$ cat src/rtl/peripheral_adder_arbiter.sv
// peripheral_adder_arbiter
//
// Shares one external adder between NUM_REQ requesters. A round-robin arbiter
// picks a requester, its operands are registered onto add_ip1/add_ip2, the
// block waits ADD_LAT cycles, captures add_out and returns it together with
// the requester index on a valid/ready response channel. Only one operation
// is in flight at a time.
//
// Ports:
//   clk        clock
//   rst        asynchronous active-low reset
//   req_valid  per-requester request valid
//   req_ready  per-requester accept (one-hot or zero, combinational)
//   req_ip1    packed operand A, requester i at [i*DATA_WIDTH +: DATA_WIDTH]
//   req_ip2    packed operand B, same packing
//   add_ip1    registered operand A to the shared adder
//   add_ip2    registered operand B to the shared adder
//   add_out    adder result (DATA_WIDTH+1 bits)
//   rsp_valid  response valid
//   rsp_ready  response accept
//   rsp_id     requester index the response belongs to
//   rsp_data   captured sum, carry in MSB
//   busy       high whenever the FSM is not idle
//
// Build option:
//   PERIPHERAL_ADDER_ARBITER_BACK2BACK_EN - when defined, the response cycle
//   is also an accept cycle while rsp_ready=1, so a new operation can start
//   on the same edge the previous response completes.

module peripheral_adder_arbiter #(
   parameter int  NUM_REQ    = 4,
   parameter int  DATA_WIDTH = 8,
   parameter int  ADD_LAT    = 1,
   localparam int ID_W       = (NUM_REQ > 1) ? $clog2(NUM_REQ) : 1
) (
   input  logic                          clk,
   input  logic                          rst,
   input  logic [NUM_REQ-1:0]            req_valid,
   output logic [NUM_REQ-1:0]            req_ready,
   input  logic [NUM_REQ*DATA_WIDTH-1:0] req_ip1,
   input  logic [NUM_REQ*DATA_WIDTH-1:0] req_ip2,
   output logic [DATA_WIDTH-1:0]         add_ip1,
   output logic [DATA_WIDTH-1:0]         add_ip2,
   input  logic [DATA_WIDTH:0]           add_out,
   output logic                          rsp_valid,
   input  logic                          rsp_ready,
   output logic [ID_W-1:0]               rsp_id,
   output logic [DATA_WIDTH:0]           rsp_data,
   output logic                          busy
);

   typedef enum logic [1:0] {S_IDLE, S_WAIT, S_RESP} state_t;

   localparam logic [3:0] LAT_INIT = 4'(ADD_LAT - 1);

   state_t                state_reg;
   logic [ID_W-1:0]       rr_ptr_reg;
   logic [3:0]            lat_cnt_reg;
   logic [DATA_WIDTH-1:0] add_ip1_reg;
   logic [DATA_WIDTH-1:0] add_ip2_reg;
   logic [ID_W-1:0]       rsp_id_reg;
   logic [DATA_WIDTH:0]   rsp_data_reg;
   logic                  rsp_valid_reg;

   logic [ID_W-1:0]       cand_idx [NUM_REQ];
   logic [DATA_WIDTH-1:0] ip1_arr  [NUM_REQ];
   logic [DATA_WIDTH-1:0] ip2_arr  [NUM_REQ];
   logic                  grant_found;
   logic [ID_W-1:0]       grant_idx;
   logic [ID_W-1:0]       rr_next;
   logic [DATA_WIDTH-1:0] grant_ip1;
   logic [DATA_WIDTH-1:0] grant_ip2;
   logic                  accept_cycle;
   logic                  take;

   // Candidate k of the round-robin search is (rr_ptr + k) mod NUM_REQ; a
   // single conditional subtract is enough because both terms are < NUM_REQ.
   for (genvar gi = 0; gi < NUM_REQ; gi++) begin : g_cand
      logic [ID_W:0] pos;
      assign pos           = {1'b0, rr_ptr_reg} + (ID_W+1)'(gi);
      assign cand_idx[gi]  = (pos >= (ID_W+1)'(NUM_REQ)) ?
                             ID_W'(pos - (ID_W+1)'(NUM_REQ)) : pos[ID_W-1:0];
      assign ip1_arr[gi]   = req_ip1[gi*DATA_WIDTH +: DATA_WIDTH];
      assign ip2_arr[gi]   = req_ip2[gi*DATA_WIDTH +: DATA_WIDTH];
   end

   // Walk candidates from the farthest to the nearest so the nearest valid
   // requester is the last (and therefore winning) assignment.
   always_comb begin
      grant_found = 1'b0;
      grant_idx   = '0;
      for (int k = NUM_REQ - 1; k >= 0; k--) begin
         if (req_valid[cand_idx[k]]) begin
            grant_found = 1'b1;
            grant_idx   = cand_idx[k];
         end
      end
   end

   assign grant_ip1 = ip1_arr[grant_idx];
   assign grant_ip2 = ip2_arr[grant_idx];
   assign rr_next   = (grant_idx == ID_W'(NUM_REQ - 1)) ? '0 : grant_idx + ID_W'(1);

`ifdef PERIPHERAL_ADDER_ARBITER_BACK2BACK_EN
   assign accept_cycle = (state_reg == S_IDLE) || ((state_reg == S_RESP) && rsp_ready);
`else
   assign accept_cycle = (state_reg == S_IDLE);
`endif

   // rst gates the handshake so nothing is accepted while reset is held.
   assign take = accept_cycle && grant_found && rst;

   for (genvar gi = 0; gi < NUM_REQ; gi++) begin : g_ready
      assign req_ready[gi] = take && (grant_idx == ID_W'(gi));
   end

   always_ff @(posedge clk or negedge rst) begin
      if (!rst) begin
         state_reg     <= S_IDLE;
         rr_ptr_reg    <= '0;
         lat_cnt_reg   <= '0;
         add_ip1_reg   <= '0;
         add_ip2_reg   <= '0;
         rsp_id_reg    <= '0;
         rsp_data_reg  <= '0;
         rsp_valid_reg <= 1'b0;
      end else begin
         // Operand load is shared by every accept cycle (IDLE, or RESP when
         // back-to-back is enabled); take can only be high in those states.
         if (take) begin
            add_ip1_reg <= grant_ip1;
            add_ip2_reg <= grant_ip2;
            rsp_id_reg  <= grant_idx;
            rr_ptr_reg  <= rr_next;
            lat_cnt_reg <= LAT_INIT;
         end
         case (state_reg)
            S_IDLE: begin
               if (take) state_reg <= S_WAIT;
            end
            S_WAIT: begin
               if (lat_cnt_reg == 4'd0) begin
                  rsp_data_reg  <= add_out;
                  rsp_valid_reg <= 1'b1;
                  state_reg     <= S_RESP;
               end else begin
                  lat_cnt_reg <= lat_cnt_reg - 4'd1;
               end
            end
            S_RESP: begin
               if (rsp_ready) begin
                  rsp_valid_reg <= 1'b0;
                  state_reg     <= take ? S_WAIT : S_IDLE;
               end
            end
            default: state_reg <= S_IDLE;
         endcase
      end
   end

   assign add_ip1   = add_ip1_reg;
   assign add_ip2   = add_ip2_reg;
   assign rsp_valid = rsp_valid_reg;
   assign rsp_id    = rsp_id_reg;
   assign rsp_data  = rsp_data_reg;
   assign busy      = (state_reg != S_IDLE);

endmodule

$ cat config.mk
export PLATFORM = sky130hd
export DESIGN_NAME = peripheral_adder_arbiter
export DESIGN_NICKNAME = d
export VERILOG_FILES = /design/src/rtl/peripheral_adder_arbiter.sv
export SDC_FILE = /design/constraint.sdc
export NUM_CORES = 1
export LEC_CHECK = 0
export CAP_MARGIN = 15
export CORE_ASPECT_RATIO = 1.1
export CORE_MARGIN = 3
export CORE_UTILIZATION = 42
export CTS_CLUSTER_DIAMETER = 50
export DETAILED_ROUTE_END_ITERATION = 16
export PLACE_DENSITY = 0.87
export SLEW_MARGIN = 10
export SYNTH_ARGS = -nofsm -noshare
export SYNTH_HDL_FRONTEND = slang
export SYNTH_SLANG_ARGS = --single-unit
$ cat constraint.sdc
create_clock -name clk -period 4.3 [get_ports clk]
set_input_delay 1.075 -clock clk [delete_from_list [all_inputs] [get_ports clk]]
set_output_delay 1.075 -clock clk [all_outputs]
set_load 0.005 [all_outputs]
==> results.md, run 1 <==
- The run finished with clean final reports.
- The antenna violation net count after detailed routing is 0.
- In this run the register-to-register setup slack is 2.13 ns.
- The share of the synthesized area in the top cell type is 43.7%.
- The type of element launching the critical path is a primary input.
- Summed over all instances, the cell type with the most area after synthesis is sky130_fd_sc_hd__dfrtp_1.
- In the synthesized netlist the async set-or-reset flop fraction comes to 100%.
- The post-layout utilization of the core is 70.3%.
- The dominant combinational cell family by area after synthesis is multiplexers.
- The class of the most critical hold timing path is reg2reg.
- The overall overflow remaining after global route is 0.
- The post-synth net total is 271.
- Multiplexer cells account for 21.0% of the synthesized area.
- The leading register cell type out of synthesis is sky130_fd_sc_hd__dfrtp_1.
- The initial antenna violation count was 0.
- In this run the power density over the cells is ~570 mW/mm².
- Entering global routing, the biggest net connects 37 pins.
- The count of pins over their slew limit is 0.
- The floorplan row count is 26.
- After clock tree synthesis, the setup repair step added 0 buffers.
- The worst path in the final design needs a cycle of 4.16 ns, including I/O delays and setup.
- A synthesized cell averages 11.1 µm².
- 113 I/O pins were placed.
- After clock tree synthesis, the repair step resized 0 gates.
- The starting density of the core is 44.0%.
- The die covers 0.00579 mm².
- Measured in cells, the most critical reg-to-reg path has a length of 5.
- Setup repair after global routing left no endpoint under its margin.
- Of the synthesized area, sequential elements account for 43.7%.
- The worst register-to-register path ends at add_ip2[2].
- The worst setup path is of the in2out kind.
- The clock transition time at the flip-flop clock pins of the worst setup and hold paths is approximately 0.070 ns.
- The number of register bits inferred by synthesis is 36.
- The weighted congestion at the end of routability-driven global placement is 0.786.
- The count of vias placed by the detailed router is approximately 1800.
- The total negative slack for setup checks is 0 ns.
- The first routing iteration left 115 violations.
- The quantity of hold-fixing buffers added after cts is 0.
- The critical path arrival is 3.08 ns.
- The clock tree root buffer cell is sky130_fd_sc_hd__clkbuf_8.
- The simple-gate portion of the synthesized area is between 10% and 20%.
- The XOR/XNOR share of the synthesized area is 0%.
- The worst hold path was traced through 2 stages.
- The worst-case hold path end point is add_ip1[7].
- The worst slack after detailed placement is 0.152 ns.
- The net switching power is 0.000650 W.
- The clock insertion delay at the later pin of the skew report is around 0.28 ns.
- The relative area change from synthesis to final layout is 59.6%.
- The die extent in x is 72.8 µm.
- The number of enable flip-flop cells after synthesis is 0.
- The worst-case IR drop observed on VDD is 0.000382 V.
- The max-cap violation count is 0.
- The count of unresolved DRC violations after routing is 0.
- The number of buffers created by CTS is 5.
- In this run, flip-flops and latches consume 31.8% of the power.
- In the global route stage, overall resource usage came out at between 10% and 20%.
- In the post-route analysis, the smallest setup slack over all paths is 0.142 ns.
- In this run the static leakage power is 1.40 nW.
- The first detailed-routing pass took 4 iterations.
- The number of nets at the end of the flow is a little under 400.
- The launch point of the worst reg-to-reg path is state_reg[0].
- During synthesis, Yosys emitted a total of 0 warnings.
- Sorting the synthesized cells by area gives the leading types as sky130_fd_sc_hd__dfrtp_1 44%, sky130_fd_sc_hd__mux2i_1 16%, sky130_fd_sc_hd__o221ai_2 7.3%, sky130_fd_sc_hd__mux2_2 5.5%, sky130_fd_sc_hd__nand2_1 4.7%.
- The maximum clock skew at final layout is between 0.004 and 0.005 ns.
- The number of hold violations in the final report is 0.
- The chip height is 79.5 µm.
- The max-slew headroom at the worst pin is between 30% and 40%.
- In the final layout, the share of cells above drive strength 1 is about 12%.
- The floorplan step defined a core boundary enclosing 0.00468 mm².
- Among all cell types in the netlist, the one instantiated most often is sky130_fd_sc_hd__dfrtp_1.
- In this run the most critical hold path is launched from add_ip1[7].
- TritonCTS built the clock tree.
- Of the total synthesized cell area, the portion taken by full adders, half adders and majority gates is 3.03%.
- The number of global-route vias before repair is 1866.
- Setup violations remaining at the end of the flow were counted as 0.
- The timing-limited maximum frequency is 241 MHz.
- The clock tree synthesis step divided the H-tree into 2 levels.
- After detailed routing, the total wire length is between 5 and 6 mm.
- Clock tree synthesis found a total of 36 sinks.
- Summed over all nets, the half-perimeter wirelength after detailed placement is 4.42 mm.
- The via count normalized by instance count is a little over 5.
- The post-route clock period utilization is 96.7%.
- The register with the most flip-flops in the layout has 9 of them.
- Data on the critical path is required at its endpoint by 3.22 ns.
- After synthesis the cells add up to slightly above 0.002 mm².
- The global-route wire length before repair is about 8.5 mm.
- The number of antenna diodes is 0.
- Port buffering added 112 buffers.
- In this run, the clock network consumes 13.4% of the power.
- The worst hold slack across all endpoints is 0.487 ns.
- The number of distinct standard cells referenced by the synthesized netlist is 27.
- The share of total power in combinational logic is 54.8%.
- In the synthesized netlist, the number of instances is roughly 190.
- The nature of the critical path endpoint is a primary output.
- Net switching is 34.4% of the power.
- Internal power comes to roughly 0.0012 W.
- For the pin with the worst max-slew slack, the measured transition is 0.928 ns.
- In the synthesized netlist, the cells that appear most often are 36 x sky130_fd_sc_hd__dfrtp_1, 32 x sky130_fd_sc_hd__mux2i_1, 26 x sky130_fd_sc_hd__nand2_1.
- The maximum fanout along the worst path is 6.
- The wire length per cell is 15.7 µm.
- Summing the areas of all compound-gate instances in the mapped netlist gives 14.1% of the synthesized area.
- In this run the deepest clock path goes through 2 buffers.
==> worst max-delay path: stages <==
cell                              delay (ns)
sky130_fd_sc_hd__clkdlybuf4s50_1        0.45
sky130_fd_sc_hd__nor2b_1                0.16
sky130_fd_sc_hd__a211o_1                0.31
sky130_fd_sc_hd__a21oi_4                0.23
sky130_fd_sc_hd__inv_1                  0.11
sky130_fd_sc_hd__ha_1                   0.19
sky130_fd_sc_hd__inv_1                  0.05
sky130_fd_sc_hd__nor2_1                 0.04
sky130_fd_sc_hd__clkdlybuf4s50_1        0.48
==> area by class of cell <==
cell class / instances / area (µm²)
clock buffers: 7 / 96.3
fillers: 355 / 1390
inverters: 12 / 45.0
multi-input cells: 127 / 1020
flip-flops and latches: 36 / 901
well taps: 56 / 70.1
repair buffers: 118 / 1160
==> worst max-delay path by stage <==
| stage | startpoint | end | slack [ns] | depth (start not counted) |
|---|---|---|---|---|
| floorplan | req_valid[0] | req_ready[0] | 0.99 | 9 |
| global placement | req_valid[1] | req_ready[0] | 0.19 | 9 |
| detailed placement | req_valid[0] | req_ready[0] | 0.15 | 9 |
| CTS | req_valid[0] | req_ready[0] | 0.15 | 9 |
| global route | req_valid[0] | req_ready[3] | 0.02 | 8 |
| finish | req_valid[0] | req_ready[0] | 0.14 | 9 |
==> cells by family (layout without fill, tap and decap cells) <==
| kind of cell | Yosys count | after routing |
|---|---|---|
| AOI/OAI and AO/OA | 29 | 29 |
| adders and majority gates | 5 | 5 |
| buffers and inverters | 23 | 137 |
| DFF | 36 | 36 |
| muxes | 42 | 42 |
| and+or+nand+nor | 51 | 51 |
==> cell usage in the layout, fill, tap and decap left out <==
master,instances
sky130_fd_sc_hd__nor2b_1,3
sky130_fd_sc_hd__buf_4,6
sky130_fd_sc_hd__a21oi_1,2
sky130_fd_sc_hd__clkbuf_8,7
sky130_fd_sc_hd__buf_2,1
sky130_fd_sc_hd__dfrtp_1,36
sky130_fd_sc_hd__nand3_1,6
sky130_fd_sc_hd__mux2_2,10
sky130_fd_sc_hd__o31ai_1,2
sky130_fd_sc_hd__inv_2,1
sky130_fd_sc_hd__inv_1,11
sky130_fd_sc_hd__nor3_1,2
sky130_fd_sc_hd__nor2_1,9
sky130_fd_sc_hd__clkdlybuf4s50_1,111
sky130_fd_sc_hd__o221a_2,1
sky130_fd_sc_hd__nand2_1,26
sky130_fd_sc_hd__nand2b_1,3
sky130_fd_sc_hd__o221ai_2,10
sky130_fd_sc_hd__o21ai_0,4
sky130_fd_sc_hd__or2_1,1
sky130_fd_sc_hd__ha_1,5
sky130_fd_sc_hd__mux2i_1,32
sky130_fd_sc_hd__a211o_1,1
sky130_fd_sc_hd__or3b_1,1
sky130_fd_sc_hd__a21oi_4,1
sky130_fd_sc_hd__o221ai_1,7
sky130_fd_sc_hd__o22ai_1,1
==> routing by layer <==
layer  GRT usage, %  up-vias  part of all wire, %
met5              0        -                    0
met4           4.24        0                 0.65
met3           6.05        4                  8.0
met2           33.2       79                   51
met1           22.3      861                   40
li1               -      891                    -
==> power groups by stage <==
stage                     clock [W]  sequential, W  combinational (W)
final                      0.000254       0.000601            0.00103
after global routing       0.000280       0.000622            0.00113
after CTS                  0.000264       0.000601            0.00106
after detailed placement          0       0.000607            0.00105
after global placement            0       0.000596            0.00102
after floorplan                   0       0.000604           0.000595
==> stage by stage <==
| stage | instances | power, W | cell area (µm²) |
|---|---|---|---|
| global route | 356 | 0.00203 | 3290 |
| detailed placement | 349 | 0.00166 | 3200 |
| floorplan | 186 | 0.00120 | 2060 |
| global placement | 349 | 0.00162 | 3200 |
| CTS | 356 | 0.00192 | 3290 |
| finish | 356 | 0.00189 | 3290 |
No activity file was read; power rests on OpenSTA's default activity.
==> run 2: changes to the inputs <==
==> constraint.sdc (replaced) <==
create_clock -name clk -period 4.3 [get_ports clk]
set_input_delay 0.645 -clock clk [delete_from_list [all_inputs] [get_ports clk]]
set_output_delay 0.645 -clock clk [all_outputs]
set_load 0.005 [all_outputs]
==> results.md, run 2 (synthesis gave the netlist of run 1 again) <==
- The number of nets at the end of the flow is 383 (-0.52%).
- The post-route clock period utilization came to 82.9% (-14 points).
- The worst hold slack across all endpoints is 0.421 ns (-0.0660 ns).
- The number of buffers on the longest clock path is 2 (unchanged).
- The number of gates given a new drive strength after cts is 0 (unchanged).
- The final setup violation count is 0 (unchanged).
- The number of design-rule violations left by the first detailed-router iteration is 53 (-54%).
- The library cell used most frequently in the layout, excluding fill and tap cells, is sky130_fd_sc_hd__clkdlybuf4s50_1.
- The slew at the pin closest to its max-slew limit came to 0.913 ns (-0.0145 ns).
- The overall overflow remaining after global route came to 0 (unchanged).
- The number of standard cells in the layout, taps in and fillers out is 354 (-0.56%).
- The power per cell area came to 575 mW/mm² (+0.27%).
- The worst path required time is 3.65 ns (+0.43 ns).
- The clock insertion delay at the later pin of the skew report is 0.28 ns (about the same).
- The filler cell count in the final layout is 363 (+2.3%).
- The max-slew headroom at the worst pin is 39.1% (+0.97 points).
- The pin count of the biggest net entering global routing is 37 (unchanged).
- The starting density of the core is 44.0% (unchanged).
- Grouping stages by cell kind, the critical path spends the most delay in buffers and inverters.
- TritonCTS built the clock tree.
- The leakage power was 1.39 nW (-0.63%).
- The depth of the most critical reg-to-reg path came to 4 (-1).
- The count of unresolved DRC violations after routing is 0 (unchanged).
- The total negative slack for setup checks is 0 ns (unchanged).
- Traced cell by cell, the critical path runs through clkdlybuf4s50_1 > inv_1 > a211o_1 > a21oi_4 > buf_4 > inv_1 > ha_1 > inv_1 > nor2_1 > clkdlybuf4s50_1.
- The worst setup path is launched from a primary input.
- The clock transition time at the flip-flop clock pins of the worst setup and hold paths is 0.07 ns (about the same).
- Setup repair after global routing left no endpoint under its margin.
- The length of the first detailed-routing pass in iterations was 4 (unchanged).
- The fraction of layout cells with a size suffix above 1 is 11.7% (-0.59 points).
- The initial antenna violation count was 0 (unchanged).
- The post-placement cell count is 347 (-0.57%).
- The antenna violation net count after detailed routing came to 0 (unchanged).
- The number of buffers inserted by port buffering is 112 (unchanged).
- The count of pins over their slew limit is 0 (unchanged).
- The post-route total power came to 0.00189 W (-0.19%).
- The reg-to-reg critical path endpoint is add_ip2[4].
- The number of antenna diodes is 0 (unchanged).
- STA classifies the critical path endpoint as a primary output.
- The floorplan core area is 0.00468 mm² (unchanged).
- The timing-limited maximum frequency came to 281 MHz (+17%).
- The critical path arrival was 2.92 ns (-0.16 ns).
- The via count normalized by instance count is 5.16 (+0.13%).
- The weighted congestion at the end of routability-driven global placement is 0.730 (-7.2%).
- The number of buffers created by CTS came to 5 (unchanged).
- The number of global-route vias before repair is 1871 (+0.27%).
- The master of the slowest instance on the critical path is sky130_fd_sc_hd__clkdlybuf4s50_1.
- The top cell types in the final layout, fill and taps aside, are 111 x sky130_fd_sc_hd__clkdlybuf4s50_1, 36 x sky130_fd_sc_hd__dfrtp_1, 32 x sky130_fd_sc_hd__mux2i_1.
- The number of buffers and inverters on the critical path is 6 (+2).
- The worst hold path belongs to the class in2async.
- The H-tree depth reported by CTS came to 2 (unchanged).
- The worst slack after detailed placement is 0.731 ns (+0.579 ns).
- The clock sink count is 36 (unchanged).
- The maximum fanout along the worst path came to 13 (+7).
- The chip height is 79.5 µm (unchanged).
- The die area was 0.00579 mm² (unchanged).
- The worst register-to-register path begins at state_reg[0].
- The highest cell delay on the worst timing path is 0.52 ns (+0.04 ns).
- The critical path in this run is classified as in2out.
- The sum of routed wire length over all layers is 5.60 mm (+0.43%).
- The number of flip-flops in the largest register was 9 (unchanged).
- The post-route minimum period is 3.56 ns (-0.594 ns).
- The count of vias placed by the detailed router is 1827 (-0.44%).
- The most numerous cell type found on the critical path is sky130_fd_sc_hd__inv_1.
- The number of post-CTS setup repair buffers is 0 (unchanged).
- The relative area change from synthesis to final layout is 58.8%.
- The maximum clock skew at final layout is 0.00388 ns (-0.000801 ns).
- The floorplan row count came to 26 (unchanged).
- The worst supply voltage drop on vdd is 0.000372 V (-2.8%).
- The flow ran to the end, and the final reports show no timing, DRC or antenna violations.
- The clock tree root buffer cell is sky130_fd_sc_hd__clkbuf_8.
- The wire length per cell came to 15.8 µm (+1.0%).
- The global-route wire length before repair was 8.53 mm (-0.25%).
- The half-perimeter wire length after placement is 4.40 mm (-0.30%).
- The final setup slack of the worst path is 0.736 ns (+0.594 ns).
- The quantity of hold-fixing buffers added after cts is 0 (unchanged).
- The die extent in x came to 72.8 µm (unchanged).
- The number of top-level design ports came to 113 (unchanged).
- The max-cap violation count is 0 (unchanged).
- The worst reg-to-reg setup slack was 1.86 ns (-0.27 ns).
- The number of hold violations in the final report came to 0 (unchanged).
- The total global-route track usage is 18.7% (-0.26 points).
-- run 2: cell types whose count changed in the layout (fill, tap and decap cells not counted) --
cell                    delta
sky130_fd_sc_hd__buf_4     -2
-- run 2: area by class of cell --
class / count / area, µm² / area share (%)
Inverter: 12 / 45.0 / 1.37
Multi-Input combinational cell: 127 / 1020 / 31.1
Timing Repair Buffer: 116 / 1150 / 35.0
Tap cell: 56 / 70.1 / 2.14
Clock buffer: 7 / 96.3 / 2.94
Sequential cell: 36 / 901 / 27.5
-- run 2: worst max-delay path by stage --
stage / from / to / slack, ns / cells after the start
floorplan: req_valid[0] / req_ready[0] / 1.85 / 9
global placement: req_valid[1] / req_ready[0] / 0.79 / 10
detailed placement: req_valid[1] / req_ready[0] / 0.73 / 10
CTS: req_valid[1] / req_ready[0] / 0.73 / 10
global route: req_valid[1] / req_ready[0] / 0.61 / 10
finish: req_valid[1] / req_ready[0] / 0.74 / 10
-- run 2: metal layers --
metal,track usage [%],wire length [µm]
met5,0,0
met4,4.24,65
met3,6.80,545
met2,33.9,2860
met1,20.4,2130
-- run 2: where the power goes --
group | switching (W) | total, W | internal (W)
clock | 0.000115 | 0.000258 | 0.000143
sequential | 0.0000969 | 0.000599 | 0.000502
combinational | 0.000440 | 0.00103 | 0.000588
total | 0.000652 | 0.00189 | 0.00123
-- run 2: through the flow --
step | area, µm² | util (%)
2_1_floorplan | 2060 | -
3_3_place_gp | 3180 | 67.9
3_5_place_dp | 3180 | 67.9
4_1_cts | 3280 | 70.0
5_1_grt | 3280 | 70.0
6_report | 3280 | 70.0
